$ cat config.mk
export PLATFORM = sky130hd
export DESIGN_NAME = regf_wb_arb
export DESIGN_NICKNAME = d
export VERILOG_FILES = /design/src/rtl/regf_wb_arb_pkg.sv /design/src/rtl/regf_wb_arb_rr_arbiter.sv /design/src/rtl/regf_wb_arb.sv
export SDC_FILE = /design/constraint.sdc
export NUM_CORES = 1
export LEC_CHECK = 0
export ABC_CLOCK_PERIOD_IN_PS = 2500
export CAP_MARGIN = 20
export CELL_PAD_IN_SITES_DETAIL_PLACEMENT = 1
export CELL_PAD_IN_SITES_GLOBAL_PLACEMENT = 2
export CORE_MARGIN = 8
export CORE_UTILIZATION = 19
export DETAILED_ROUTE_END_ITERATION = 6
export PLACE_DENSITY_LB_ADDON = 0.12
export SYNTH_ARGS = -nofsm -noshare
export SYNTH_HDL_FRONTEND = slang
export SYNTH_SLANG_ARGS = --single-unit
export TNS_END_PERCENT = 20
$ cat constraint.sdc
create_clock -name clk -period 2.5 [get_ports clk]
set_clock_uncertainty 0.15 [all_clocks]
set_input_delay 0.625 -clock clk [delete_from_list [all_inputs] [get_ports clk]]
set_output_delay 0.625 -clock clk [all_outputs]
set_load 0.01 [all_outputs]
$ cat src/rtl/regf_wb_arb_pkg.sv
// Shared constants for the register-file write-back arbiter.
// Register geometry and the fixed requester slot assignment.
package regf_wb_arb_pkg;

  localparam int unsigned REG_AW = 5;
  localparam int unsigned REG_DW = 32;
  localparam int unsigned REG_ZERO = 0;

  localparam int unsigned WB_ALU  = 0;
  localparam int unsigned WB_LSU  = 1;
  localparam int unsigned WB_MUL  = 2;
  localparam int unsigned WB_NREQ = 3;

  // Pointer width for an n-way arbiter; never narrower than one bit.
  function automatic int unsigned ptr_w(input int unsigned n);
    return (n > 1) ? $clog2(n) : 1;
  endfunction

endpackage

$ cat src/rtl/regf_wb_arb_rr_arbiter.sv
// Round-robin arbiter: grants the first requester at or after ptr, wrapping at NREQ.
// Purely combinational so it can front any shared single-port resource.
module rr_arbiter
  import regf_wb_arb_pkg::*;
#(
  parameter int unsigned NREQ = WB_NREQ
) (
  input  logic [NREQ-1:0]        req,
  input  logic [ptr_w(NREQ)-1:0] ptr,
  output logic [NREQ-1:0]        gnt,
  output logic [ptr_w(NREQ)-1:0] idx
);

  localparam int unsigned PW = ptr_w(NREQ);

  logic [PW:0] cand;
  logic        found;

  // Wrap is an explicit compare-and-subtract so non-power-of-two NREQ works.
  always_comb begin
    gnt   = '0;
    idx   = '0;
    found = 1'b0;
    cand  = '0;
    for (int unsigned i = 0; i < NREQ; i++) begin
      cand = {1'b0, ptr} + (PW+1)'(i);
      if (cand >= (PW+1)'(NREQ)) begin
        cand = cand - (PW+1)'(NREQ);
      end
      if (!found && req[cand[PW-1:0]]) begin
        found             = 1'b1;
        gnt[cand[PW-1:0]] = 1'b1;
        idx               = cand[PW-1:0];
      end
    end
  end

endmodule

$ cat src/rtl/regf_wb_arb.sv
// Write-back arbiter for the register file's single write port.
// Round-robin accept, one-cycle registered write stage, decode-side RAW hazard flags.
module regf_wb_arb
  import regf_wb_arb_pkg::*;
#(
  parameter int unsigned NREQ = WB_NREQ,
  parameter int unsigned AW   = REG_AW,
  parameter int unsigned DW   = REG_DW
) (
  input  logic                 clk,
  input  logic                 rst,
  input  logic [NREQ-1:0]      req_valid,
  output logic [NREQ-1:0]      req_ready,
  input  logic [NREQ*AW-1:0]   req_waddr,
  input  logic [NREQ*DW-1:0]   req_wdata,
  output logic                 we,
  output logic [AW-1:0]        waddr,
  output logic [DW-1:0]        wdata,
  input  logic [AW-1:0]        raddr0,
  input  logic [AW-1:0]        raddr1,
  output logic                 hazard0,
  output logic                 hazard1
);

  localparam int unsigned PW = ptr_w(NREQ);

  logic [PW-1:0]   rr_ptr_q, rr_ptr_d;
  logic            out_vld_q, out_vld_d;
  logic [AW-1:0]   out_addr_q, out_addr_d;
  logic [DW-1:0]   out_data_q, out_data_d;

  logic [NREQ-1:0] arb_gnt;
  logic [PW-1:0]   arb_idx;
  logic [AW-1:0]   sel_addr;
  logic [DW-1:0]   sel_data;
  logic            xfer;
  logic            hit0, hit1;

  rr_arbiter #(.NREQ(NREQ)) u_arb (
    .req (req_valid),
    .ptr (rr_ptr_q),
    .gnt (arb_gnt),
    .idx (arb_idx)
  );

  // Winner payload mux and reset-gated handshake.
  always_comb begin
    sel_addr  = '0;
    sel_data  = '0;
    for (int unsigned i = 0; i < NREQ; i++) begin
      if (arb_gnt[i]) begin
        sel_addr = req_waddr[i*AW +: AW];
        sel_data = req_wdata[i*DW +: DW];
      end
    end
    req_ready = rst ? '0 : arb_gnt;
    xfer      = |req_ready;
  end

  // Next state: x0 targets are accepted but never raise we.
  always_comb begin
    rr_ptr_d   = rr_ptr_q;
    out_vld_d  = 1'b0;
    out_addr_d = out_addr_q;
    out_data_d = out_data_q;
    if (xfer) begin
      rr_ptr_d   = (arb_idx == PW'(NREQ - 1)) ? '0 : arb_idx + PW'(1);
      out_vld_d  = (sel_addr != '0);
      out_addr_d = sel_addr;
      out_data_d = sel_data;
    end
  end

  always_ff @(posedge clk) begin
    if (rst) begin
      rr_ptr_q   <= '0;
      out_vld_q  <= 1'b0;
      out_addr_q <= '0;
      out_data_q <= '0;
    end else begin
      rr_ptr_q   <= rr_ptr_d;
      out_vld_q  <= out_vld_d;
      out_addr_q <= out_addr_d;
      out_data_q <= out_data_d;
    end
  end

  assign we    = out_vld_q;
  assign waddr = out_addr_q;
  assign wdata = out_data_q;

  // A read is hazardous while its register is queued or in the write stage.
  always_comb begin
    hit0 = out_vld_q && (out_addr_q == raddr0);
    hit1 = out_vld_q && (out_addr_q == raddr1);
    for (int unsigned i = 0; i < NREQ; i++) begin
      if (req_valid[i] && (req_waddr[i*AW +: AW] == raddr0)) hit0 = 1'b1;
      if (req_valid[i] && (req_waddr[i*AW +: AW] == raddr1)) hit1 = 1'b1;
    end
    hazard0 = (raddr0 != '0) && hit0;
    hazard1 = (raddr1 != '0) && hit1;
  end

endmodule
Yosys cells after proc, flatten, opt, wreduce, memory -nomap -nowiden

Cells that the tools add are included.

Flip-flop bits (word level): 40
Input port bits: 126

Add/subtract/negate cells: 6
Magnitude comparators: 9
Equality and inequality tests: 9
Mux-type cells: 37
Bitwise logic cells: 3
Reductions and logical operators: 22

Operator list:

| kind                | number |
|---|---|
| $mux 32             | 3 |
| $eq 5x5->1          | 8 |
| $logic_and 1x1->1   | 15 |
| $mux 5              | 3 |
| $reduce_bool 5->1   | 3 |
| $mux 1              | 14 |
| $mux 2              | 7 |
| $mux 3              | 4 |
| $lt 2x3->1 const B  | 3 |
| $bmux 1 s2          | 3 |
| $demux 1 s2         | 3 |
| $ge 2x1->1 const B  | 3 |
| $ge 3x2->1 const B  | 2 |
| $or 3x3->3          | 2 |
| $sub 2x2->2 const B | 3 |
| $add 2x1->3 const B | 1 |
| $add 2x2->3 const B | 1 |
| $reduce_or 3->1     | 1 |
| $add 2x1->2 const B | 1 |
| $eq 2x2->1 const B  | 1 |
| $ge 2x2->1 const B  | 1 |
| $logic_not 1->1     | 2 |
| $reduce_or 2->1     | 1 |
| $not 1->1           | 1 |

Longest topological paths before layout

Gate-level depths: netlist (run 1).

Depth in word-level cells: 15
Depth in mapped cells: 12
Mapped depth without buffers: 9

By module

A second synthesis (run 1) with hierarchy kept.

Cells, all modules: 379
Area total of the unflattened synthesis: 2877.8 µm²

Modules (own cells, without submodules):

| module      | instances | cells each | area an instance (µm²) |
|---|---|---|---|
| regf_wb_arb | 1         | 344        | 2602.5 |
| rr_arbiter  | 1         | 35         | 275.3 |

Worst setup path before layout (run 1)

Ideal clock, no wire load.

Path kind: flip-flop to flip-flop
Start point: register rr_ptr_q[0]
End point: register out_addr_q[1], in the netlist waddr[1]
Setup time: 0.122 ns
Data arrival time: 2.360 ns
Required time: 2.228 ns
Setup slack: -0.132 ns
Stages on the path, launching flop included: 13
Path buffers: 3
Cell sequence: dfxtp_1 > inv_1 > ha_1 > clkbuf_4 > inv_1 > or2_2 > a211oi_2 > nor2_1 > a31o_4 > buf_6 > buf_4 > nand3_1 > o31ai_2

Word-level cells in the longest chain between the ends: 14

Ends and longest elaborated chain:

| what                                                                    | RTL line                     | text |
|---|---|---|
| start: declaration                                                      | regf_wb_arb.sv:27            | `logic [PW-1:0] rr_ptr_q, rr_ptr_d;` |
| start signal: assignment                                                | regf_wb_arb.sv:81            | `rr_ptr_q <= rr_ptr_d;` |
| $add 2x1->3, or another cell as far along                               | regf_wb_arb_rr_arbiter.sv:26 | `cand = {1'b0, ptr} + (PW+1)'(i);` |
| $ge 3x2->1, or another cell as far along                                | regf_wb_arb_rr_arbiter.sv:27 | `if (cand >= (PW+1)'(NREQ)) begin` |
| $mux 2, or another cell as far along                                    | regf_wb_arb_rr_arbiter.sv:27 |  |
| $lt 2x3->1 (not written as such), or another cell as far along          | regf_wb_arb_rr_arbiter.sv:32 | `gnt[cand[PW-1:0]] = 1'b1;` |
| $logic_and 1x1->1 (not written as such), or another cell as far along   | regf_wb_arb_rr_arbiter.sv:32 |  |
| $mux 1 (not written as such), or another cell as far along              | regf_wb_arb_rr_arbiter.sv:32 |  |
| $demux 1 s2, or another cell as far along                               | -                            |  |
| $or 3x3->3 (no source line) / $mux 1 (equally long branches)            | -                            |  |
| $mux 3 / $logic_not 1->1 (equally long branches)                        | regf_wb_arb_rr_arbiter.sv:30 | `if (!found && req[cand[PW-1:0]]) begin` |
| $or 3x3->3 (no source line) / $logic_and 1x1->1 (equally long branches) | -                            |  |
| $mux 3 *                                                                | regf_wb_arb_rr_arbiter.sv:30 |  |
| $mux 5 (3 in series)                                                    | regf_wb_arb.sv:51            | `if (arb_gnt[i]) begin` |
| end signal: assignment                                                  | regf_wb_arb.sv:83            | `out_addr_q <= out_addr_d;` |
| end: declaration                                                        | regf_wb_arb.sv:29            | `logic [AW-1:0] out_addr_q, out_addr_d;` |

Mark *: on every way between the ends. The rest lies on a longest branch, timed or not. The select of a mux whose other input is x is not followed.
A chain may end at the register's enable or synchronous reset.

Worst setup path after layout (run 1)

Start point: register rr_ptr_q[1]
End point: output port req_ready[0]

Word-level cells in the longest chain between the ends: 12

Ends and longest elaborated chain:

| what                                                                    | RTL line                     | text |
|---|---|---|
| $add 2x1->3, or another cell as far along                               | regf_wb_arb_rr_arbiter.sv:26 |  |
| $ge 3x2->1, or another cell as far along                                | regf_wb_arb_rr_arbiter.sv:27 |  |
| $mux 2, or another cell as far along                                    | regf_wb_arb_rr_arbiter.sv:27 |  |
| $lt 2x3->1 (not written as such), or another cell as far along          | regf_wb_arb_rr_arbiter.sv:32 |  |
| $logic_and 1x1->1 (not written as such), or another cell as far along   | regf_wb_arb_rr_arbiter.sv:32 |  |
| $mux 1 (not written as such), or another cell as far along              | regf_wb_arb_rr_arbiter.sv:32 |  |
| $demux 1 s2, or another cell as far along                               | -                            |  |
| $or 3x3->3 (no source line) / $mux 1 (equally long branches)            | -                            |  |
| $mux 3 / $logic_not 1->1 (equally long branches)                        | regf_wb_arb_rr_arbiter.sv:30 |  |
| $or 3x3->3 (no source line) / $logic_and 1x1->1 (equally long branches) | -                            |  |
| $mux 3 *                                                                | regf_wb_arb_rr_arbiter.sv:30 |  |
| $mux 3 *                                                                | regf_wb_arb.sv:56            | `req_ready = rst ? '0 : arb_gnt;` |
| end: declaration                                                        | regf_wb_arb.sv:13            | `output logic [NREQ-1:0] req_ready,` |

Marked as above.

==> results.cfg, run 1 <==
[route]
wirelength_microns = 16460
ant_nets = 0
drcViolationCount = 0
vias_per_cell = 4.742
drtPass1Iterations = 4
top_layer = met4
dr.first_iter.drc_count = 122
met3RoutedLength_microns = 887
vias = 3798
m1WireLength_microns = 6990
met2_length_microns = 8353
drt-wirelength-per-cell_microns = 20.55

[worst_setup_path]
crit_type = reg2out
cp_slowest_cell = dfxtp_4
cp_data_required_time_ns = 1.73
startpoint = rr_ptr_q[1]
end_kind = primary output
r2r_cells = 13
arrival_ns = 2.06
max_stage_delay_ns = 0.36
r2r_start = rr_ptr_q[1]
crit_path_max_fanout = 5
path_cells = inv_4 > ha_4 > mux2i_4 > buf_6 > nor2b_4 > a2111oi_4 > or2_1 > nor2_2 > buf_2
r2r_end = we
worstSetupEndpoint = req_ready[0]
start_kind = register
r2r_slack_ns = -0.24

[logic_synthesis]
syn-mean-instance-area_sq_um = 8.559
yosysTopAreaCell = dfxtp_1
yosys.cell_types.count = 57
synthCells = 351
syn_nets = 481
synth.area.top_cells = dfxtp_1 27%, o21ai_1 9.5%, xor2_1 9.3%
ys.flop_type = dfxtp_1
ys_async_sr_fraction_pct = 0
synth_area_sq_mm = 0.003004
yosysWarningCount = 0
synth_top_area_share_pct = 26.66
synth_edf_count = 0
synth_seq_cells = 40
ys_seq_area_share_pct = 26.66

[placed_design]
gp_congestion = 0.8635
dpl.hpwl_microns = 11400
portBuffers = 168
pre_cts_ws_ns = -0.9953

[die]
die_area_sq_mm = 0.02009
die_x_microns = 141.7
coreArea_sq_mm = 0.01566
die_h_microns = 141.7
rows = 46
start_util_pct = 19.19
ios = 169

[final_layout]
most-common-layout-cells = 135 x clkdlybuf4s50_1, 75 x buf_4, 48 x o21ai_1, 38 x dfxtp_1, 37 x nand3_1
layout_commonest_cell = clkdlybuf4s50_1
layout.nets = 715
diodes = 0
syn2layout_area_growth_pct = 99.25
drive_gt1_share_pct = 36.07

[clock_tree]
clkSinkCount = 40
clkLatencyLatePin_ns = 0.28
h-tree-depth = 2
cts_tree = done
clkTransAtPathRegs_ns = 0.06
numCtsBuffers = 5
cts_buffer_depth = 2
ctsHoldBuffers = 0
root_buffer = clkbuf_16

[sta]
tightest_slew_ns = 0.6153
hold_viol_final = 0
period_needed_ns = 2.838
period_share_pct = 113.5
setup_ws_ns = -0.3382
fmaxAchievable_mhz = 352.3
finalSetupViolCount = 44
setup_tns_ns = -8.570
rsz0062_at_grt = yes
slew-limit-headroom_pct = 58.88
drv_slew = 0

[run_status]
status = finished, violations left
violations = negative setup slack

[global_route]
grt_max_degree = 45
grt_pass1_wl_microns = 23400
grt_usage_pct = 15.09
grt_pass1_vias = 4028
grt_overflow = 0
grt_antenna_before_repair = 0

[power_and_ir_drop]
p_leak_uw = 0.002287
p_per_area_mw_per_mm2 = 1384
worst_ir_drop_vdd_v = 0.0004995

[flow_run]
max-cap-violations = 0

[hold_path]
min_path_type = reg2reg
[worst min-delay path by stage]
stage                     startpoint   endpoint  slack [ns]  cells after the start
after floorplan            wdata[31]  wdata[31]        0.33                      2
after global placement     wdata[29]  wdata[29]        0.29                      2
after detailed placement   wdata[24]  wdata[24]        0.30                      2
after CTS                  wdata[28]  wdata[28]        0.31                      2
after global routing       wdata[23]  wdata[23]        0.33                      2
final                       wdata[5]   wdata[5]        0.31                      2
[metrics by stage]
| stage | std cells | hold WS, ns | util (%) | power, uW | cell area, sq um |
|---|---|---|---|---|---|
| finish | 801 | 0.3083 | 38.24 | 8283 | 5986 |
| global route | 801 | 0.3304 | 38.24 | 8902 | 5986 |
| CTS | 788 | 0.3129 | 36.70 | 7643 | 5746 |
| detailed placement | 767 | 0.3048 | 34.03 | 6142 | 5328 |
| global placement | 767 | 0.2949 | 34.03 | 6090 | 5328 |
| floorplan | 351 | 0.3319 | - | 4448 | 3082 |
[layout make-up]
class	count	area, sq um
Clock buffer	7	152.6
Fill cell	1808	9669
Inverter	6	25.02
Multi-Input combinational cell	272	2273
Sequential cell	40	808.3
Tap cell	216	270.3
Timing Repair Buffer	260	2456
[timing repair]
item / in CTS / in global routing
resized for setup: 171 / 30
pin swaps: 57 / 21
setup buffers: 11 / 9
endpoints found under the setup margin: 45 / 45
gates cloned: 4 / 5
[metal layers]
layer | up-vias | GRT usage (%)
li1 | 1809 | -
met3 | 15 | 3.024
met1 | 1844 | 17.62
met2 | 130 | 27.42
met4 | 0 | 3.957
met5 | - | 0
[logic make-up (layout without fill, tap and decap cells)]
kind of cell / count (synthesis) / in the layout / share of synthesized area, %
AOI/OAI and AO/OA: 128 / 129 / 31.36
buffers and inverters: 45 / 273 / 9.663
adders and majority gates: 4 / 4 / 1.666
and+or+nand+nor: 89 / 94 / 16.87
xor gates and xnor gates: 40 / 40 / 11.66
DFF: 40 / 40 / 26.66
muxes: 5 / 5 / 2.124
[cells in the mapped netlist, types with 6 or more instances]
library cell and n:
inv_1 6, a221o_2 8, o21ai_1 57, nand3_1 43, nor4_1 8, o21ai_0 9, clkbuf_1 14, dfxtp_1 40
a221o_1 26, nor2_1 11, buf_6 8, xor2_1 32, xnor2_1 8
[report_power, final]
part	total [uW]	internal, uW	switching (uW)	leakage (uW)
logic	6610	3340	3270	0.00188
registers	1000	867	134	0.000331
clock network	671	419	252	0.0000760
total	8280	4630	3660	0.00229
[sequential cells by signal, indices dropped and copies added (netlist names)]
register	count
wdata	32
waddr	5
rr_ptr_q	2
we	1
[worst max-delay path, delay by kind of cell, from the launching register on]
family | cells | cell delay, ns
mux | 1 | 0.30
compound gates | 1 | 0.29
fa+ha+maj | 1 | 0.20
simple gates | 3 | 0.28
buf+inv | 3 | 0.34
flops | 1 | 0.36
No activity file was read; power rests on OpenSTA's default activity.
==> run 2, diff against run 1 <==
Settings changed: CORE_MARGIN 8 to 3, PLACE_DENSITY set to 0.86, PLACE_DENSITY_LB_ADDON 0.12 to not set, SETUP_SLACK_MARGIN set to 0.1.
==> run 2 against run 1 <==
Largest power group unchanged. First-iteration DRC count grew 15%. Maximum frequency is 0.14% lower. Setup slack got worse by 0.0039 ns. Utilization increased by 0.95 points. Sequential power about the same. The flow still finishes with violations (negative setup slack). Critical endpoint is now wdata[20]. Sequential cell count unchanged. Clock power grew 16%. Die area fell by 14%.
==> results.cfg, run 2 (synthesis gave the netlist of run 1 again) <==
[run_status]
status = finished, violations left
violations = negative setup slack

[worst_setup_path]
arrival_ns = 2.86
path_cells = inv_4 > ha_4 > mux2i_4 > mux2i_4 > buf_4 > a211oi_4 > buf_6 > buf_6 > nor4_4 > buf_6 > buf_12 > a221o_1 > o21ai_1 > o21ai_1
max_stage_delay_ns = 0.34
crit_type = reg2reg
crit_path_max_fanout = 7
cp_slowest_cell = dfxtp_2
crit_family = buffers and inverters
end_kind = register
cp_data_required_time_ns = 2.52
cp_num_buf_inv = 6
start_kind = register
cp_common_cell = buf_6

[sta]
period_needed_ns = 2.842
drv_slew = 0
tightest_slew_ns = 0.6138
fmaxAchievable_mhz = 351.9
slew-limit-headroom_pct = 58.99
period_share_pct = 113.7
setup_tns_ns = -11.91
hold_viol_final = 0
rsz0062_at_grt = yes
finalSetupViolCount = 43
setup_ws_ns = -0.3421

[global_route]
grt_usage_pct = 16.55
grt_pass1_wl_microns = 22960
grt_pass1_vias = 4122
grt_max_degree = 47
grt_overflow = 0
grt_antenna_before_repair = 0

[power_and_ir_drop]
clkPwrFrac_pct = 8.9
pwr-share-seq_pct = 11.3
p_per_area_mw_per_mm2 = 1460
p_int_uw = 5070
comb_power_share_pct = 79.8
worst_ir_drop_vdd_v = 0.0006536
p_leak_uw = 0.002283
power_uw = 8763
swShare_pct = 42.15
power_switching_uw = 3693

[die]
ios = 169
die_h_microns = 131.7
rows = 45
die_area_sq_mm = 0.01736
start_util_pct = 19.62
coreArea_sq_mm = 0.01531
die_x_microns = 131.7

[final_layout]
diodes = 0
largest_register_ffs = 32
most-common-layout-cells = 135 x clkdlybuf4s50_1, 59 x buf_4, 45 x o21ai_1, 42 x nand3_1, 38 x dfxtp_1
syn2layout_area_growth_pct = 99.75
drive_gt1_share_pct = 35.98
layout.nets = 697
layout_commonest_cell = clkdlybuf4s50_1

[route]
dr.first_iter.drc_count = 140
vias = 3695
vias_per_cell = 4.749
wirelength_microns = 14900
drcViolationCount = 0
drt-wirelength-per-cell_microns = 19.15
drtPass1Iterations = 4
ant_nets = 0

[placed_design]
gp_congestion = 0.9628
portBuffers = 168
dpl.hpwl_microns = 10330

[clock_tree]
ctsHoldBuffers = 0
clkTransAtPathRegs_ns = 0.06
cts_buffer_depth = 2
numCtsBuffers = 5
cts_tree = done
clkSinkCount = 40
root_buffer = clkbuf_16
h-tree-depth = 2
clkLatencyLatePin_ns = 0.28

[hold_path]
min_path_type = reg2reg

[flow_run]
max-cap-violations = 0
run 2: changes by cell type in the layout (fill, tap and decap cells not counted), moves of 4 or more:
cell           previous run  this run
nand3_2                   6         1
buf_4                    75        59
buf_6                    14        10
dlygate4sd2_1             6         1
nand3_1                  37        42
run 2: layout make-up:
cell class | instances | area, sq um
clock inverter | 1 | 30.03
tap | 211 | 264.0
sequential | 40 | 805.8
multi-input combinational | 269 | 2277
timing repair buffer | 245 | 2444
inverter | 6 | 30.03
fill | 1768 | 9314
clock buffer | 6 | 150.1
run 2: worst paths after layout:
| kind | startpoint | end | slack, ns | depth (start not counted) |
|---|---|---|---|---|
| worst max-delay path | rr_ptr_q[1] | wdata[20] | -0.34 | 14 |
| worst min-delay path | wdata[6] | wdata[6] | 0.30 | 2 |
| worst max register to register | rr_ptr_q[1] | wdata[20] | -0.34 | 14 |
| worst min register to register | wdata[6] | wdata[6] | 0.30 | 2 |
run 2: power by group through the flow:
stage / clock network, uW / logic, uW / registers, uW
6_report: 776 / 6990 / 993
5_1_grt: 833 / 7550 / 1020
4_1_cts: 807 / 6560 / 990
3_5_place_dp: 0 / 5200 / 999
3_3_place_gp: 0 / 5030 / 992
2_1_floorplan: 0 / 3460 / 1070
run 2: tightest hold or removal path: cells and delay by family (launching register included):
| kind | cells | cell delay [ns] |
|---|---|---|
| DFF | 1 | 0.30 |
| AOI/OAI and AO/OA | 1 | 0.05 |
| and+or+nand+nor | 1 | 0.06 |
run 2: layer usage:
| layer | track usage (%) | share of wire [%] | up-vias |
|---|---|---|---|
| met2 | 28.85 | 50 | 141 |
| met1 | 19.30 | 41 | 1765 |
| met4 | 5.776 | 2.6 | 0 |
| li1 | - | - | 1763 |
| met3 | 5.000 | 6.1 | 26 |
| met5 | 0 | 0 | - |
run 2: stage by stage:
stage	setup slack [ns]	instances	util [%]	hold WS (ns)	area [sq um]
2_1_floorplan	0.04227	351	-	0.3319	3129
3_3_place_gp	-0.9406	751	34.49	0.2963	5283
3_5_place_dp	-1.050	751	34.49	0.3015	5283
4_1_cts	-0.3366	774	38.14	0.3069	5841
5_1_grt	-0.4373	778	39.18	0.3294	6001
6_report	-0.3421	778	39.18	0.3040	6001
run 2: what timing repair did:
item,in CTS,in global routing
pin swaps,51,10
gates cloned,7,2
setup buffers,10,2
gates resized for setup,191,20
setup endpoints to repair,45,45
==> patch 1, RTL diff (config.mk and constraints of run 2) <==
Make the reset (`rst`) asynchronous in one clocked block.
--- a/src/rtl/regf_wb_arb.sv
+++ b/src/rtl/regf_wb_arb.sv
@@ -72,5 +72,5 @@
   end
 
-  always_ff @(posedge clk) begin
+  always_ff @(posedge clk or posedge rst) begin
     if (rst) begin
       rr_ptr_q   <= '0;
Function: differs if rst is asserted again (counterexample within 4 cycles, from zero or initial values and one cycle with rst high); with rst held inactive, the same outputs for 10 cycles.
==> patch 1 against run 2 <==
Sequential cell count unchanged; combinational power shrank 29%; synthesized area up 1.7%; largest cell class unchanged; wire length shrank 9.1%; final area is 4.7% lower; worst setup slack got worse by 0.059 ns; total power shrank 24%; first-iteration DRC count fell by 29%; critical endpoint is now req_ready[1]; the flow still finishes with violations (setup timing).
==> patch 1: results (changes against run 2) <==
| Metric | Value |
|---|---|
| Placed Cells | 756 (was 751) |
| Layout Cells excl Fill | 775 (was 778) |
| Worst-path maximum fanout | 5 (was 7) |
| Port Buffers | 168 (unchanged) |
| Largest net degree at the start of global routing | 43 (was 47) |
| First-pass GRT wire length | 21.3 mm (was 23.0 mm) |
| Final #Nets | 693 (was 697) |
| Initial antenna violation count | 0 (unchanged) |
| Initial DRC count | 99 (was 140) |
| M1 GR Usage | 17.1% (was 19.3%) |
| Clock Tree Buf Depth | 2 (unchanged) |
| GRT Total Usage | 14.9% (was 16.6%) |
| M3 GR Usage | 4.52% (was 5.00%) |
| WL met3 | 931 um (was 910 um) |
| Met2 Track Usage GR | 27.3% (was 28.9%) |
| Setup TNS | -12.39 ns (was -11.91 ns) |
| Synth async-reset ratio | 100% (was 0%) |
| Root buf cell | clkbuf_16 (unchanged) |
| Synth area leaders | dfrtp_1 (33%), a221o_1 (11%), xor2_1 (9.2%) (was dfxtp_1 (27%), o21ai_1 (9.5%), xor2_1 (9.3%)) |
| Peak VDD IR | 367 uV (was 654 uV) |
| Outcome | complete, but fails checks (unchanged) |
| Setup slack after layout | -0.401 ns (was -0.342 ns) |
| Syn_nets | 486 (was 481) |
| Dpl cell area | 5280 um^2 (unchanged) |
| Final setup fails | 43 (unchanged) |
| Slowest CP cell | dfrtp_2 (was dfxtp_2) |
| Max stage delay on crit path | 0.44 ns (was 0.34 ns) |
| Seq/Total Area, Yosys | 32.7% (was 26.7%) |
| Fillers | 1,782 (was 1,768) |
| Met2 WL | 7.08 mm (was 7.41 mm) |
| GPL Wtd Cong | 0.890 (was 0.963) |
| Drt via density | 4.59 (was 4.75) |
| Worst rel slew slack | 58.7% (was 59.0%) |
| Share of cells above drive strength 1 | 26.2% (was 36.0%) |
| Met1 wire length | 5.42 mm (was 6.18 mm) |
| Commonest cells post-synth | o21ai_1 (43), nand2_1 (42), dfrtp_1 (40) (was o21ai_1 (57), nand3_1 (43), dfxtp_1 (40)) |
| Critical path's top delay family | flip-flops (was buffers and inverters) |
| Post-DP HPWL | 10.6 mm (was 10.3 mm) |
| Avg WL per Cell | 17.5 um (was 19.1 um) |
| Clock slew at reported path FFs | 0.06 ns (about the same) |
| Pre-CTS setup slack | -1.06 ns (was -1.05 ns) |
| Netlist cell types | 49 (was 57) |
| Leakage power | 2.32 nW (was 2.28 nW) |
| Synth Instances | 356 (was 351) |
| Top_reg_cell synth | dfrtp_1 (was dfxtp_1) |
| Failing checks | setup timing (unchanged) |
| Vias in the first global route | 4,011 (was 4,122) |
[patch 1: cell count changes in the layout (fill, tap and decap cells not counted), sizes merged, moves of 5 or more]
cell	delta
dfxtp	-40
nand2	+41
o21ai	+8
dlygate4sd2	+5
nand3	-35
dfrtp	+40
[patch 1: where the power goes]
| part | switching (mW) | internal, mW |
|---|---|---|
| Sequential | 0.171 | 0.936 |
| Clock | 0.241 | 0.393 |
| Combinational | 2.47 | 2.49 |
[patch 1: layout make-up]
cell class / count / area (um^2) / share of cell area (%)
repair buffers: 238 / 2240 / 39.2
multi-input cells: 272 / 2040 / 35.6
flip-flops and latches: 40 / 1000 / 17.6
well taps: 211 / 264 / 4.62
clock buffers: 6 / 139 / 2.43
inverters: 6 / 22.5 / 0.394
clock inverters: 2 / 10.0 / 0.175
[patch 1: path summary, 6_finish.rpt]
check	slack, ns	cells past startpoint	to	start
worst min register to register	0.34	2	wdata[17]	wdata[17]
max in group asynchronous	1.11	4	wdata[22]	rst
min in group asynchronous	0.84	4	rr_ptr_q[1]	rst
worst max register to register	-0.35	11	wdata[0]	rr_ptr_q[0]
worst min-delay path	0.34	2	wdata[17]	wdata[17]
worst max-delay path	-0.40	9	req_ready[1]	rr_ptr_q[0]
[patch 1: repair_timing]
item                                    in CTS  in global routing
pin swaps                                   36                 12
hold buffers                                 0                  0
endpoints found under the setup margin      45                 45
resized for setup                          217                  8
gates cloned                                 1                  0
setup buffers                                7                  3
[patch 1: cells by family after synthesis]
| family | Yosys count | synth area share [%] |
|---|---|---|
| compound gates | 135 | 30.7 |
| simple gates | 88 | 13.9 |
| fa+ha+maj | 4 | 1.64 |
| buf+inv | 45 | 8.10 |
| xor+xnor | 40 | 11.5 |
| flops | 40 | 32.7 |
| mux | 4 | 1.47 |
==> patch 2, RTL diff (config.mk and constraints of run 2) <==
Without the edit above. The package constant `REG_DW` goes from 32 to 40.
--- a/src/rtl/regf_wb_arb_pkg.sv
+++ b/src/rtl/regf_wb_arb_pkg.sv
@@ -4,5 +4,5 @@
 
   localparam int unsigned REG_AW = 5;
-  localparam int unsigned REG_DW = 32;
+  localparam int unsigned REG_DW = 40;
   localparam int unsigned REG_ZERO = 0;
 
Interface: changed (resized req_wdata and wdata); port bits go from 169 to 201. The function was not compared with the original's and may differ.
==> patch 2 against run 2 <==
The run still ends with setup timing left; highest routed layer unchanged; wire length is 17% higher; worst setup slack better by 0.0073 ns; sequential cell count is 8 higher; via count is 16% higher; critical path type is now flip-flop to primary output; total power is 9.0% lower; final area is 14% higher; count of clock-buffer cells in the layout stayed put; synthesized area is 11% higher.
==> patch 2: results (changes against run 2) <==
| Metric | Value |
|---|---|
| Outcome | complete, but fails checks (unchanged) |
| Failing checks | setup timing (unchanged) |
| 1st-pass router iterations | 6 (was 4) |
| Initial antenna violation count | 0 (unchanged) |
| Avg WL per Cell | 20.2 um (was 19.1 um) |
| Peak VDD IR | 746 uV (was 654 uV) |
| GRT Total Usage | 16.6% (about the same) |
| Seq/Total Area, Yosys | 28.8% (was 26.7%) |
| First-pass GRT wire length | 26.0 mm (was 23.0 mm) |
| Port Buffers | 200 (was 168) |
| Fillers | 1,884 (was 1,768) |
| Final #Nets | 794 (was 697) |
| Largest net degree at the start of global routing | 38 (was 47) |
| Arrival time worst endpoint | 2.06 ns (was 2.86 ns) |
| Worst-path maximum fanout | 6 (was 7) |
| Setup slack after layout | -0.335 ns (was -0.342 ns) |
| Min-Delay Endpoint | wdata[39] (was wdata[6]) |
| Post-DP HPWL | 12.2 mm (was 10.3 mm) |
| Finished Core Util | 40.5% (was 39.2%) |
| Drt via density | 4.96 (was 4.75) |
| Top_reg_cell synth | dfxtp_1 (unchanged) |
| WHS Path Cells | 2 (unchanged) |
| Netlist cell types | 49 (was 57) |
| Vias in the first global route | 4,669 (was 4,122) |
| Dpl cell area | 5980 um^2 (was 5280 um^2) |
| Hold Crit Class | flip-flop to flip-flop (unchanged) |
| Initial DRC count | 172 (was 140) |
| Synth async-reset ratio | 0% (unchanged) |
| GPL Wtd Cong | 0.864 (was 0.963) |
| Synth area leaders | dfxtp_1 (29%), o32ai_1 (11%), a221oi_1 (11%) (was dfxtp_1 (27%), o21ai_1 (9.5%), xor2_1 (9.3%)) |
| Critical R2R Capture | rr_ptr_q[1] (was wdata[20]) |
| Leakage power | 2.46 nW (was 2.28 nW) |
| Ant. Diodes | 0 (unchanged) |
| Setup TNS | -11.94 ns (was -11.91 ns) |
| Reg2reg path depth | 12 (was 14) |
| Clock slew at reported path FFs | 0.07 ns |
| Largest register FFs | 40 (was 32) |
| Syn_nets | 555 (was 481) |
| Hold Slack | 0.326 ns (was 0.304 ns) |
| Share of cells above drive strength 1 | 30.3% (was 36.0%) |
| Worst Tran Pin Value | 0.548 ns (was 0.614 ns) |
| CP Launch Point | rr_ptr_q[1] (unchanged) |
| FF-to-FF setup slack | -0.30 ns (was -0.34 ns) |
| Hold path start | wdata[39] (was wdata[6]) |
| Commonest cells post-synth | o21ai_0 (49), dfxtp_1 (48), inv_1 (46) (was o21ai_1 (57), nand3_1 (43), dfxtp_1 (40)) |
| Final setup fails | 53 (was 43) |
## patch 2: changes by cell type after synthesis, moves of 33 or more
cell	delta
a221oi_1	+38
inv_1	+40
nand3_1	-33
o21ai_0	+40
o21ai_1	-55
o32ai_1	+41
## patch 2: worst max path at each step
| stage | endpoint | slack [ns] | cells after the start |
|---|---|---|---|
| after detailed placement | hazard0 | -1.01 | 7 |
| final | req_ready[1] | -0.33 | 9 |
| after global routing | wdata[22] | -0.40 | 14 |
| after global placement | hazard0 | -1.05 | 7 |
| after floorplan | req_ready[0] | -0.0003 | 5 |
| after CTS | req_ready[1] | -0.32 | 8 |
## patch 2: area by class of cell
type | count | share of cell area, %
Clock inverter | 2 | 0.513
Clock buffer | 6 | 1.89
Inverter | 46 | 2.58
Tap cell | 220 | 4.03
Multi-Input combinational cell | 261 | 36.3
Sequential cell | 48 | 14.1
Timing Repair Buffer | 278 | 40.5
## patch 2: timing repair
item                                    4_1_cts  5_1_grt
buffers inserted                              7       10
pin swaps                                    35       14
cloned                                        2        4
gates resized for setup                     133       90
endpoints found under the setup margin       53       53
## patch 2: metrics by stage
step,worst slack [ns],cells
after floorplan,-0.000269,401
after global placement,-1.05,829
after detailed placement,-1.01,830
after CTS,-0.322,847
after global routing,-0.399,861
final,-0.335,861
## patch 2: critical path: stages, from the launching register on
cell and delay [ns]:
dfxtp_2 0.32, buf_4 0.14, ha_4 0.31, clkinvlp_4 0.11
buf_4 0.15, o221a_1 0.13, a211oi_2 0.28, nor2_2 0.09
nor2_2 0.08, buf_2 0.14
## patch 2: logic make-up (layout without fill, tap and decap cells)
| logic type | Yosys count | count (layout) | share of synthesized area (%) |
|---|---|---|---|
| simple gates | 56 | 56 | 9.19 |
| fa+ha+maj | 4 | 4 | 1.50 |
| compound gates | 159 | 159 | 36.6 |
| xor+xnor | 40 | 40 | 10.5 |
| flops | 48 | 48 | 28.8 |
| buf+inv | 92 | 332 | 12.8 |
| mux | 2 | 2 | 0.638 |
## patch 2: layer usage
| metal | part of all wire, % | track usage [%] | up-vias |
|---|---|---|---|
| met5 | 0 | 0 | - |
| met4 | 1.8 | 4.00 | 0 |
| met3 | 5.0 | 3.87 | 28 |
| met2 | 53 | 30.5 | 147 |
| met1 | 40 | 19.4 | 2087 |
| li1 | - | - | 2006 |
## patch 2: report_power, final
part / internal [mW] / total [mW] / switching [mW]
sequential: 1.03 / 1.17 / 0.141
clock: 0.472 / 0.790 / 0.318
combinational: 3.04 / 6.02 / 2.98
